[config.mk]
export PLATFORM = sky130hd
export DESIGN_NAME = fetch_unit
export DESIGN_NICKNAME = d
export VERILOG_FILES = /design/src/rtl/fetch_pkg.sv /design/src/rtl/fetch_buf.sv /design/src/rtl/fetch_unit.sv
export SDC_FILE = /design/constraint.sdc
export NUM_CORES = 1
export LEC_CHECK = 0
export CORE_ASPECT_RATIO = 0.6
export CORE_MARGIN = 1.5
export CORE_UTILIZATION = 50
export CTS_CLUSTER_DIAMETER = 120
export DETAILED_ROUTE_END_ITERATION = 10
export PLACE_DENSITY = 0.86
export RECOVER_POWER = 50
export SLEW_MARGIN = 40
export SYNTH_ARGS = -nofsm -noshare
export SYNTH_HDL_FRONTEND = slang
export SYNTH_SLANG_ARGS = --single-unit
[constraint.sdc]
create_clock -name clk -period 6.59 [get_ports clk]
set_clock_uncertainty 0.15 [all_clocks]
set_input_delay 0.659 -clock clk [delete_from_list [all_inputs] [get_ports clk]]
set_output_delay 0.659 -clock clk [all_outputs]
set_load 0.005 [all_outputs]
[src/rtl/fetch_pkg.sv]
// Shared constants and helpers for the instruction fetch stage.
package fetch_pkg;

    localparam int FETCH_BUF_DEPTH = 2;
    localparam int CNT_WIDTH       = $clog2(FETCH_BUF_DEPTH + 1);

    // True when buffered + in-flight entries, less the one being popped, leave room for a new read.
    function automatic logic can_issue(input logic [CNT_WIDTH-1:0] count,
                                       input logic                 inflight,
                                       input logic                 pop);
        logic [CNT_WIDTH:0] occ;
        occ = {1'b0, count} + {{CNT_WIDTH{1'b0}}, inflight} - {{CNT_WIDTH{1'b0}}, pop};
        return occ <= (CNT_WIDTH + 1)'(1);
    endfunction

endpackage

[src/rtl/fetch_buf.sv]
// Two-entry instruction FIFO with a registered head so decode sees flop outputs.
module fetch_buf
    import fetch_pkg::*;
#(
    parameter int ADDR_WIDTH = 8,
    parameter int DATA_WIDTH = 16
) (
    input  logic                  clk,
    input  logic                  rst_n,
    input  logic                  push,
    input  logic [ADDR_WIDTH-1:0] push_pc,
    input  logic [DATA_WIDTH-1:0] push_data,
    input  logic                  pop,
    input  logic                  flush,
    output logic [CNT_WIDTH-1:0]  count,
    output logic [ADDR_WIDTH-1:0] head_pc,
    output logic [DATA_WIDTH-1:0] head_data
);

    typedef struct packed {
        logic [ADDR_WIDTH-1:0] pc;
        logic [DATA_WIDTH-1:0] data;
    } entry_t;

    entry_t                head_q;
    entry_t                tail_q;
    entry_t                in_entry;
    logic [CNT_WIDTH-1:0]  count_q;

    assign in_entry  = '{pc: push_pc, data: push_data};
    assign count     = count_q;
    assign head_pc   = head_q.pc;
    assign head_data = head_q.data;

    always_ff @(posedge clk or negedge rst_n) begin
        if (!rst_n) begin
            head_q  <= '0;
            tail_q  <= '0;
            count_q <= '0;
        end else if (flush) begin
            head_q  <= '0;
            tail_q  <= '0;
            count_q <= '0;
        end else begin
            case ({push, pop})
                2'b10: begin
                    if (count_q == '0) head_q <= in_entry;
                    else               tail_q <= in_entry;
                    count_q <= count_q + CNT_WIDTH'(1);
                end
                2'b01: begin
                    head_q  <= tail_q;
                    count_q <= count_q - CNT_WIDTH'(1);
                end
                2'b11: begin
                    // Occupancy unchanged; the new word lands behind whatever remains.
                    if (count_q == CNT_WIDTH'(FETCH_BUF_DEPTH)) begin
                        head_q <= tail_q;
                        tail_q <= in_entry;
                    end else begin
                        head_q <= in_entry;
                    end
                end
                default: ;
            endcase
        end
    end

    a_no_overflow: assert property (@(posedge clk) disable iff (!rst_n)
        !(push && !pop && !flush && count_q == CNT_WIDTH'(FETCH_BUF_DEPTH)));

endmodule

[src/rtl/fetch_unit.sv]
// Fetch stage: owns the PC, drives the synchronous ROM, and buffers returning words for decode.
module fetch_unit
    import fetch_pkg::*;
#(
    parameter int ADDR_WIDTH = 8,
    parameter int DATA_WIDTH = 16,
    parameter int RESET_PC   = 0
) (
    input  logic                  clk,
    input  logic                  rst_n,
    output logic [ADDR_WIDTH-1:0] rom_addr,
    input  logic [DATA_WIDTH-1:0] rom_data,
    input  logic                  redirect_valid,
    input  logic [ADDR_WIDTH-1:0] redirect_pc,
    output logic                  instr_valid,
    input  logic                  instr_ready,
    output logic [DATA_WIDTH-1:0] instr_data,
    output logic [ADDR_WIDTH-1:0] instr_pc
);

    logic [ADDR_WIDTH-1:0] pc;
    logic [ADDR_WIDTH-1:0] inflight_pc;
    logic                  inflight;
    logic [CNT_WIDTH-1:0]  count;
    logic                  pop;
    logic                  push;
    logic                  issue;

    assign rom_addr    = redirect_valid ? redirect_pc : pc;
    assign instr_valid = (count != '0);
    assign pop         = instr_valid && instr_ready;
    // A redirect discards both buffer and in-flight read, so it can always issue.
    assign issue       = redirect_valid || can_issue(count, inflight, pop);
    assign push        = inflight && !redirect_valid;

    always_ff @(posedge clk or negedge rst_n) begin
        if (!rst_n) begin
            pc          <= ADDR_WIDTH'(RESET_PC);
            inflight    <= 1'b0;
            inflight_pc <= '0;
        end else if (issue) begin
            inflight_pc <= rom_addr;
            pc          <= rom_addr + ADDR_WIDTH'(1);
            inflight    <= 1'b1;
        end else begin
            inflight    <= 1'b0;
        end
    end

    fetch_buf #(
        .ADDR_WIDTH (ADDR_WIDTH),
        .DATA_WIDTH (DATA_WIDTH)
    ) u_buf (
        .clk       (clk),
        .rst_n     (rst_n),
        .push      (push),
        .push_pc   (inflight_pc),
        .push_data (rom_data),
        .pop       (pop),
        .flush     (redirect_valid),
        .count     (count),
        .head_pc   (instr_pc),
        .head_data (instr_data)
    );

endmodule
; Yosys cells after proc, flatten, opt, wreduce, memory -nomap -nowiden
; Cells that the tools add are included.
[totals]
regBits = 67
in_bits = 28
output_inout_bits = 33
elab_cells = 44
[classes]
addsub = 5
n_lt_le_gt_ge = 1
eq_ne = 7
mux = 12
reduce_logical = 11
[op_table]
columns = cell, count
row1 = $mux W24, 6
row2 = $pmux W24 S3, 1
row3 = $pmux W24 S2, 1
row4 = $add A8 B1 Y8 const B, 1
row5 = $mux W8, 1
row6 = $eq A2 B2 Y1 const B, 3
row7 = $ne A3 B2 Y1 const B, 2
row8 = $reduce_bool A3 Y1, 2
row9 = $pmux W2 S2, 1
row10 = $reduce_bool A4 Y1, 1
row11 = $add A2 B1 Y3, 1
row12 = $le A3 B1 Y1 const B, 1
row13 = $ne A3 B3 Y1 const B, 1
row14 = $reduce_and A3 Y1, 1
row15 = $sub A3 B1 Y3, 1
row16 = $add A2 B1 Y2 const B, 1
row17 = $eq A2 B1 Y1 const B, 1
row18 = $logic_and A1 B1 Y1, 2
row19 = $logic_not A2 Y1, 1
row20 = $mux W2, 1
row21 = $reduce_and A2 Y1, 1
row22 = $reduce_bool A2 Y1, 1
row23 = $sub A2 B1 Y2 const B, 1
row24 = $logic_not A1 Y1, 1
row25 = 2 further kinds, 2

; Logic depth before layout (Yosys ltp)
; Gate-level depths: netlist of the first run.
[logic_depth]
depth_word = 6
ltp_mapped = 11
depth_no_buf = 9

; Hierarchy
; A second synthesis of the first run with hierarchy kept.
[hier_totals]
cells_unflattened = 341
hier_area_um2 = 3856.2
[modules_own_cells]
columns = module, instances, cells_per_inst, area_per_inst_um2, seq_area_each_um2
row1 = fetch_buf, 1, 246, 2810.2, 1251.2
row2 = fetch_unit, 1, 95, 1046.0, 425.4

; Worst setup path after synthesis of the first run
; No wires, ideal clock.
[synth_path]
path_kind = input -> register
start = input port instr_ready
end = register inflight_pc[7]
setup_ns = 0.125
arrival_time_ns = 2.337
required_ns = 6.315
slack_ns = 3.978
path_stages = 9
n_path_buf = 1
path_cell_list = nand3b_1 > o21ai_0 > ha_1 > fa_1 > xnor2_1 > o21a_1 > buf_2 > inv_2 > mux2_2
[synth_via]
elab_chain_cells = 4
[synth_lines]
columns = item, line
row1 = from (decl), fetch_unit.sv:16  ; input logic instr_ready,
row2 = $logic_and A1 B1 Y1, fetch_unit.sv:31  ; assign pop = instr_valid && instr_ready;
row3 = $sub A3 B1 Y3, fetch_pkg.sv:12  ; occ = {1'b0, count} + {{CNT_WIDTH{1'b0}}, inflight} - {{CNT_WIDTH{1'b0}}, pop};
row4 = $le A3 B1 Y1, fetch_pkg.sv:13  ; return occ <= (CNT_WIDTH + 1)'(1);
row5 = $logic_or A1 B1 Y1, fetch_unit.sv:33  ; assign issue = redirect_valid || can_issue(count, inflight, pop);
row6 = to (signal assigned), fetch_unit.sv:42  ; inflight_pc <= rom_addr;
row7 = to (decl), fetch_unit.sv:22  ; logic [ADDR_WIDTH-1:0] inflight_pc;
; Every way passes these cells.
; A chain may end at the register's enable or synchronous reset.

==> results.md, run 1 <==
- Outcome: finished, violations left
- Failing checks: capacitance limit, slew limit
- Initial antenna violation count: 0
- Hold_sp: u_buf.head_data[8]$_DFFE_PN0P_
- Fmax: 274.4 MHz
- Worst setup EP type: async pin
- Postcts setup bufs: 0
- Gr usage total: 0.2270
- Synth area leader: dfrtp_1
- Row count: 22
- Reg-to-reg critical path startpoint: u_buf.count[0]$_DFFE_PN0P_
- Per-cell routed wire length: 15.02 µm
- Most frequent cells after synthesis: 80 x nand2_1, 67 x dfrtp_1, 48 x o21ai_1
- Family with the most delay on the worst path: buffers and inverters
- Share of layout cells above drive strength 1: 0.08245
- Post-CTS Resized: 0
- Clock Pin Slew Worst Setup and Hold Paths: 70 ps
- Most instantiated library cell after synthesis: nand2_1
- WP data arrival: 3170 ps
- Clock root cell: clkbuf_8
- Routing usage on met3: 0.07042
- #FFs+latches synth: 67
- Final setup violation count: 0
- Crit-path cells: buf_2 > clkbuf_1
- Launching element type of the critical path: input pin
- Initial Utilization: 0.5173
- Placer Congestion: 0.8658
- Final core occ: 0.6469
- DIE AREA: 6794 µm²
- CTS max path bufs: 2
- Max stage delay on crit path: 2390 ps
- Clock sink count: 67
- Crit-path slowest cell: clkbuf_1
- Core ar.: 6083 µm²
- Largest net degree at the start of global routing: 68
- Final Hold Fails: 0
- CTS Hold Buffers Added: 0
- Nets: 404
- Num CTS Buffers: 9
- Max-cap violation count: 1
- TNS Setup: 0 ps
- Period utilization: 0.5529
- LEAKAGE: 1.713 nW
- Met1 Usage GRT: 0.3269
- Post-synthesis cell count: 316
- Routed Antenna Nets: 0
- First-pass GRT wire length: 11.74 mm
- CP Class: input pin to async pin
- Top FF cell, synth: dfrtp_1
- Total wire length: 6.910 mm
- Via count: 2435
- Final worst path period need: 3644 ps
- Port bufs: 60
- Mapped cell area: 3147 µm²
- H-tree levels: 3
- GR peak layer: met2
- Die W: 105.4 µm
- Met2 usage: 0.3292
- Peak supply drop: 183.7 µV
- GRT overflow: 0
- Vias/cell: 5.293
- Synth async-reset ratio: 1.000
- Avg Inst Size Synth: 9.958 µm²
- DRC errors left: 0
- Area growth from synthesis to layout: 25.05%
- Worst-path maximum fanout: 67
- Hpwl dp: 4.804 mm
- Pwr dens: 376.0 nW/µm²
- RSZ-0062 raised after global routing: no
- Synth top area share: 0.5328
- CTS tree: built
- Share of the yosys chip area belonging to registers: 0.5328
- Drt initial violations: 175
- Synth Net Count: 347
- Clk Latency, worst-skew pair: 340 ps
- Yosys cell types: 38
- Slew HR: -1.274
- Crit path buf inv count: 2
- First-pass DRT Iterations: 5
- Warnings from Yosys: 0
- Slew @ Worst Pin: 3412 ps
- Vias in the first global route: 2341
- CP Launch Point: rst_n
- Slew Limit Fails: 68
- # IOs: 61
- # diodes: 0
- EDFF count, synth: 0
- Worst Path Required: 6110 ps
- Hold WC Path Type: flop to flop
- Die Span Y: 64.45 µm
- Synth top area cells: dfrtp_1 53%, mux2i_1 9.5%, nand2_1 9.5%
## path summary, 6_finish.rpt
path	to	slack, ps	cells after the start
worst max-delay path	inflight_pc[1]$_DFFE_PN0P_	2950	2
worst min-delay path	u_buf.head_data[8]$_DFFE_PN0P_	330	2
worst max register to register	inflight_pc[7]$_DFFE_PN0P_	3680	8
worst min register to register	u_buf.head_data[8]$_DFFE_PN0P_	330	2
max in group clk	inflight_pc[7]$_DFFE_PN0P_	3220	9
min in group asynchronous	u_buf.count[0]$_DFFE_PN0P_	1400	2
## layout make-up
| class | count | area [µm²] |
|---|---|---|
| clock buffers | 12 | 155.1 |
| clock inverters | 2 | 12.51 |
| fillers | 496 | 2148 |
| inverters | 11 | 41.29 |
| multi-input cells | 219 | 1305 |
| flip-flops and latches | 67 | 1677 |
| well taps | 84 | 105.1 |
| repair buffers | 65 | 639.4 |
## routing by layer
metal  up-vias  part of all wire
li1       1178                 -
met2        98              0.42
met3        12             0.074
met5         -                 0
met1      1147              0.49
met4         0             0.013
## report_power, final
part / total, mW / switching (mW) / internal, mW
Combinational: 0.533 / 0.272 / 0.260
Sequential: 0.651 / 0.100 / 0.551
Clock: 0.296 / 0.143 / 0.152
Total: 1.48 / 0.516 / 0.963
## state kept, by name (all words and copies together) (netlist names)
signal and count:
u_buf.head_data 16, u_buf.tail_q 24, pc 8, u_buf.head_pc 8, inflight_pc 8, u_buf.count 2, inflight 1
## stage by stage
step	std cells	setup WS (ps)	hold slack (ps)	instance area, µm²	power, mW
final	460	2946	330.4	3935	1.479
after floorplan	316	3978	213.4	3147	0.9588
after detailed placement	446	2969	324.9	3771	1.197
after CTS	460	3339	339.9	3939	1.499
after global placement	443	2954	316.9	3739	1.156
after global routing	460	2053	367.2	3935	1.580
## cell families after synthesis
group / Yosys count / synth area share
and+or+nand+nor: 105 / 0.1439
AOI/OAI and AO/OA: 73 / 0.1308
DFF: 67 / 0.5328
muxes: 33 / 0.1070
buffers and inverters: 30 / 0.05726
xor gates and xnor gates: 5 / 0.01392
adders and majority gates: 3 / 0.01431
## cell usage in the layout, fill, tap and decap left out, drive strengths merged, types with 2 or more instances in the layout
| cell type | synthesis | layout |
|---|---|---|
| ha | 2 | 2 |
| inv | 11 | 11 |
| mux2 | 2 | 2 |
| dlygate4sd3 | 0 | 15 |
| or2 | 2 | 2 |
| o21ai | 51 | 51 |
| mux2i | 31 | 31 |
| clkdlybuf4s50 | 0 | 43 |
| nor3 | 2 | 2 |
| xnor2 | 4 | 4 |
| dfrtp | 67 | 67 |
| a211oi | 3 | 3 |
| buf | 16 | 6 |
| nor3b | 2 | 2 |
| nand4 | 2 | 2 |
| o31ai | 2 | 2 |
| a21oi | 12 | 12 |
| clkbuf | 3 | 13 |
| nor2 | 13 | 13 |
| nand2 | 80 | 80 |
Power figures use the tool's default switching activity.
==> run 2, diff against run 1 <==
- CORE_UTILIZATION: 50 -> 47
- PLACE_DENSITY: 0.86 -> 0.85
- clock period: 6.59 -> 3.1 ns (I/O delays scaled with it)
==> results.md, run 2 (synthesized netlist as in run 1, its figures left out) <==
- Peak supply drop: 390.3 µV
- # IOs: 61
- GRT overflow: 0
- Hold endpoint: u_buf.head_pc[2]$_DFFE_PN0P_
- Hold Worst Slack: 330.3 ps
- H-tree levels: 3
- Reg-to-reg critical path startpoint: u_buf.count[0]$_DFFE_PN0P_
- Slew HR: -0.1269
- Fmax: 369.4 MHz
- Hold_sp: u_buf.head_pc[2]$_DFFE_PN0P_
- Share of layout cells above drive strength 1: 0.09870
- First-pass GRT wire length: 11.75 mm
- Commonest non-fill, non-tap cell in the layout: nand2_1
- CP Class: input pin to output pin
- Final setup violation count: 0
- Hold WC Path Type: flop to flop
- DIE AREA: 7211 µm²
- Crit-path slowest cell: dlygate4sd3_1
- Largest net degree at the start of global routing: 49
- # diodes: 0
- Drt initial violations: 131
- Pwr dens: 803.9 nW/µm²
- R2r setup slk: 430 ps
- Period utilization: 0.8732
- Final Hold Fails: 0
- Routed Antenna Nets: 0
- Max-cap violation count: 1
- Hpwl dp: 4.729 mm
- Vias/cell: 5.115
- Via count: 2399
- Initial Utilization: 0.5014
- Total wire length: 6.888 mm
- Placer Congestion: 0.8080
- Row count: 22
- Per-cell routed wire length: 14.69 µm
- Postcts setup bufs: 0
- Initial antenna violation count: 0
- Num CTS Buffers: 9
- Clk Latency, worst-skew pair: 340 ps
- Storage element area: 1677 µm²
- Clock root cell: clkbuf_8
- Worst Path Required: 2640 ps
- Filler Cell Count: 521
- Area growth from synthesis to layout: 28.19%
- Port bufs: 60
- Vias in the first global route: 2466
- Crit-path cells: dlygate4sd3_1 > mux2i_1 > inv_1 > clkdlybuf4s50_1
- Final worst path period need: 2707 ps
- TNS Setup: 0 ps
- LEAKAGE: 1.754 nW
- Max stage delay on crit path: 820 ps
- Worst setup EP type: output pin
- DRC errors left: 0
- CTS tree: built
- Die Span Y: 66.38 µm
- Family with the most delay on the worst path: buffers and inverters
- Failing checks: capacitance limit, slew limit
- Largest Register: u_buf.tail_q
- Slew @ Worst Pin: 1690 ps
- Core ar.: 6276 µm²
- Launching element type of the critical path: input pin
- Nets: 411
- Crit path buf inv count: 3
- Slew Limit Fails: 30
- Most frequent cells in the layout: 80 x nand2_1, 67 x dfrtp_1, 48 x o21ai_1
- Max FFs per register: 24
- CTS max path bufs: 2
- Clock sink count: 67
- First-pass DRT Iterations: 4
- WHS Path Cells: 2
- Cells on worst reg2reg path: 10
- Worst-path maximum fanout: 8
- Clock Pin Slew Worst Setup and Hold Paths: 70 ps
- Area occupied by multi-input gates: 1305 µm²
- RSZ-0062 raised after global routing: no
- Die W: 108.6 µm
- Critical R2R Capture: inflight_pc[1]$_DFFE_PN0P_
- WP data arrival: 2250 ps
- Outcome: finished, violations left
- Gr usage total: 0.2163
run 2: cell count changes in the layout (fill, tap and decap cells not counted), sizes merged:
| cell | change |
|---|---|
| bufinv | +1 |
| clkinvlp | +2 |
| clkbuf | -2 |
| buf | +5 |
| clkinv | +1 |
| dlygate4sd3 | +1 |
| clkdlybuf4s50 | +1 |
run 2: worst reg2reg max path: cells and delay by family, from the launching register on:
| family | cells | cell delay (ps) |
|---|---|---|
| buffers and inverters | 2 | 360 |
| flip-flops | 1 | 490 |
| AO/OA/AOI/OAI | 3 | 530 |
| XOR/XNOR | 1 | 140 |
| AND/OR/NAND/NOR | 2 | 270 |
| adder cells (fa/ha/maj) | 2 | 650 |
run 2: cell type report:
cell class	count	area share
clock buffer	10	0.03164
clock inverter	6	0.01644
inverter	11	0.01024
multi-input combinational	219	0.3235
sequential	67	0.4156
tap	84	0.02605
timing repair buffer	72	0.1765
run 2: per-layer routing:
| layer | share of wire | track usage |
|---|---|---|
| met1 | 0.50 | 0.2908 |
| met5 | 0 | 0 |
| met3 | 0.042 | 0.07586 |
| met4 | 0.0078 | 0.05263 |
| met2 | 0.45 | 0.3357 |
run 2: worst max-delay path by stage:
stage / startpoint / depth (start not counted) / slack, ps / to
floorplan: u_buf.count[0]$_DFFE_PN0P_ / 9 / 660 / inflight_pc[7]$_DFFE_PN0P_
finish: redirect_valid / 4 / 390 / rom_addr[4]
global placement: instr_ready / 11 / 430 / inflight_pc[0]$_DFFE_PN0P_
global route: u_buf.count[0]$_DFFE_PN0P_ / 10 / 230 / inflight_pc[2]$_DFFE_PN0P_
detailed placement: instr_ready / 11 / 220 / inflight_pc[1]$_DFFE_PN0P_
CTS: u_buf.count[0]$_DFFE_PN0P_ / 10 / 430 / inflight_pc[1]$_DFFE_PN0P_
run 2: through the flow:
| step | util | instances | power (mW) | instance area (µm²) | setup WS (ps) |
|---|---|---|---|---|---|
| floorplan | - | 316 | 2.038 | 3147 | 664.2 |
| global placement | 0.6104 | 452 | 2.512 | 3831 | 429.3 |
| detailed placement | 0.6104 | 452 | 2.567 | 3831 | 216.2 |
| CTS | 0.6429 | 469 | 3.282 | 4035 | 427.8 |
| global route | 0.6427 | 469 | 3.470 | 4034 | 234.8 |
| finish | 0.6427 | 469 | 3.243 | 4034 | 393.2 |
run 2: what timing repair did:
item / 4_1_cts / 5_1_grt
hold endpoints to repair: 29 / 0
hold buffers: 1 / 0
resized for setup: 0 / 0
run 2: report_power, final:
group          switching (mW)  internal (mW)
clock network           0.341          0.371
logic                   0.572          0.580
registers               0.209           1.17
total                    1.12           2.12
==> run 3, diff against run 2 <==
- CORE_MARGIN: 1.5 -> 4
==> results.md, run 3 (synthesized netlist as in run 1, its figures left out) <==
- Period utilization: 0.8894
- Initial antenna violation count: 0
- Row count: 22
- Nets: 413
- CTS tree: built
- Port bufs: 60
- Outcome: finished, final reports clean
- Gr usage total: 0.1899
- Share of layout cells above drive strength 1: 0.09819
- Initial Utilization: 0.4992
- Clock root cell: clkbuf_8
- Clock sink count: 67
- Clk Latency, worst-skew pair: 340 ps
- Pwr dens: 807.1 nW/µm²
- Largest Register: u_buf.tail_q
- Hold WC Path Type: flop to flop
- TNS Setup: 0 ps
- Total wire length: 7.185 mm
- Final core occ: 0.6387
- Crit path to: rom_addr[5]
- Gate power share: 0.356
- Hpwl dp: 5.049 mm
- Slew Limit Fails: 0
- # diodes: 0
- Post-CTS Resized: 0
- Vias/cell: 5.149
- Die Span Y: 71.38 µm
- Hold Worst Slack: 332.1 ps
- Final worst path period need: 2757 ps
- Clk pwr share: 0.221
- Worst-path maximum fanout: 11
- Area occupied by multi-input gates: 1305 µm²
- Launching element type of the critical path: input pin
- Dpl ws: 207.3 ps
- Slew @ Worst Pin: 1200 ps
- Area growth from synthesis to layout: 27.95%
- CTS max path bufs: 2
- PnR worst setup slack: 342.9 ps
- Slew HR: 0.1999
- H-tree levels: 3
- Num CTS Buffers: 9
- Peak supply drop: 382.0 µV
- Worst setup EP type: output pin
- Via count: 2425
- Routed Antenna Nets: 0
- Cells on worst reg2reg path: 10
- DIE AREA: 8111 µm²
- Psw: 1.131 mW
- DP Area: 3836 µm²
- Commonest non-fill, non-tap cell in the layout: nand2_1
- Drt initial violations: 155
- Final setup violation count: 0
- RSZ-0062 raised after global routing: no
- Worst Path Required: 2640 ps
- Reg-to-reg critical path startpoint: u_buf.count[0]$_DFFE_PN0P_
- Per-cell routed wire length: 15.25 µm
- Max-cap violation count: 0
- First-pass GRT wire length: 12.14 mm
- Max FFs per register: 24
- Sequential fraction of design power: 0.423
- # IOs: 61
- WP data arrival: 2300 ps
- Net Sw Frac: 0.3479
- Vias in the first global route: 2435
- Die W: 113.6 µm
- R2r setup slk: 520 ps
- Final Hold Fails: 0
- Placer Congestion: 0.8404
- First-pass DRT Iterations: 4
- Storage element area: 1677 µm²
- CP Launch Point: redirect_valid
- Clock Pin Slew Worst Setup and Hold Paths: 70 ps
- DRC errors left: 0
- Core ar.: 6304 µm²
- LEAKAGE: 1.751 nW
- Internal cell power: 2.119 mW
- Design area: 4026 µm²
- CP Class: input pin to output pin
- Most frequent cells in the layout: 80 x nand2_1, 67 x dfrtp_1, 48 x o21ai_1
- Largest net degree at the start of global routing: 51
- Filler Cell Count: 540
- GRT overflow: 0
- Critical R2R Capture: inflight_pc[5]$_DFFE_PN0P_
- Fmax: 362.7 MHz
-- run 3: worst min path at each step --
| stage | startpoint | to | cells past startpoint |
|---|---|---|---|
| global placement | u_buf.head_pc[2]$_DFFE_PN0P_ | u_buf.head_pc[2]$_DFFE_PN0P_ | 2 |
| finish | u_buf.head_pc[4]$_DFFE_PN0P_ | u_buf.head_pc[4]$_DFFE_PN0P_ | 2 |
| floorplan | rst_n | inflight$_DFF_PN0_ | 0 |
| CTS | u_buf.head_pc[4]$_DFFE_PN0P_ | u_buf.head_pc[4]$_DFFE_PN0P_ | 2 |
| detailed placement | rst_n | u_buf.count[1]$_DFFE_PN0P_ | 1 |
| global route | u_buf.head_data[1]$_DFFE_PN0P_ | u_buf.head_data[1]$_DFFE_PN0P_ | 2 |
-- run 3: metal layers --
metal	global-route usage	vias up	share of wire
met5	0	-	0
met4	0.04400	0	0.0090
met3	0.06329	9	0.069
met2	0.2772	66	0.44
met1	0.2754	1160	0.48
li1	-	1190	-
-- run 3: metrics by stage --
step,instances,total power [mW]
final,471,3.250
after global routing,471,3.467
after CTS,471,3.304
after detailed placement,454,2.582
after global placement,454,2.521
after floorplan,316,2.038
-- run 3: area by class of cell --
type	count	share of cell area
clock buffers	10	0.03170
multi-input cells	219	0.3241
clock inverters	6	0.01647
flip-flops and latches	67	0.4164
repair buffers	74	0.1750
inverters	11	0.01025
well taps	84	0.02610
-- run 3: worst max-delay path: stages --
cell	delay (ps)
dlygate4sd3_1	920
mux2i_1	440
inv_1	150
clkdlybuf4s50_1	480
-- run 3: repair_timing --
item,CTS,global route
hold buffers,1,0
endpoints found under the setup margin,0,0
hold endpoints to repair,48,0
setup buffers,0,0
-- run 3: power by group through the flow --
stage               sequential [mW]  combinational [mW]  clock (mW)
floorplan                      1.34               0.695           0
global placement               1.38                1.14           0
detailed placement             1.40                1.19           0
CTS                            1.38                1.19       0.730
global route                   1.42                1.28       0.769
finish                         1.37                1.16       0.717
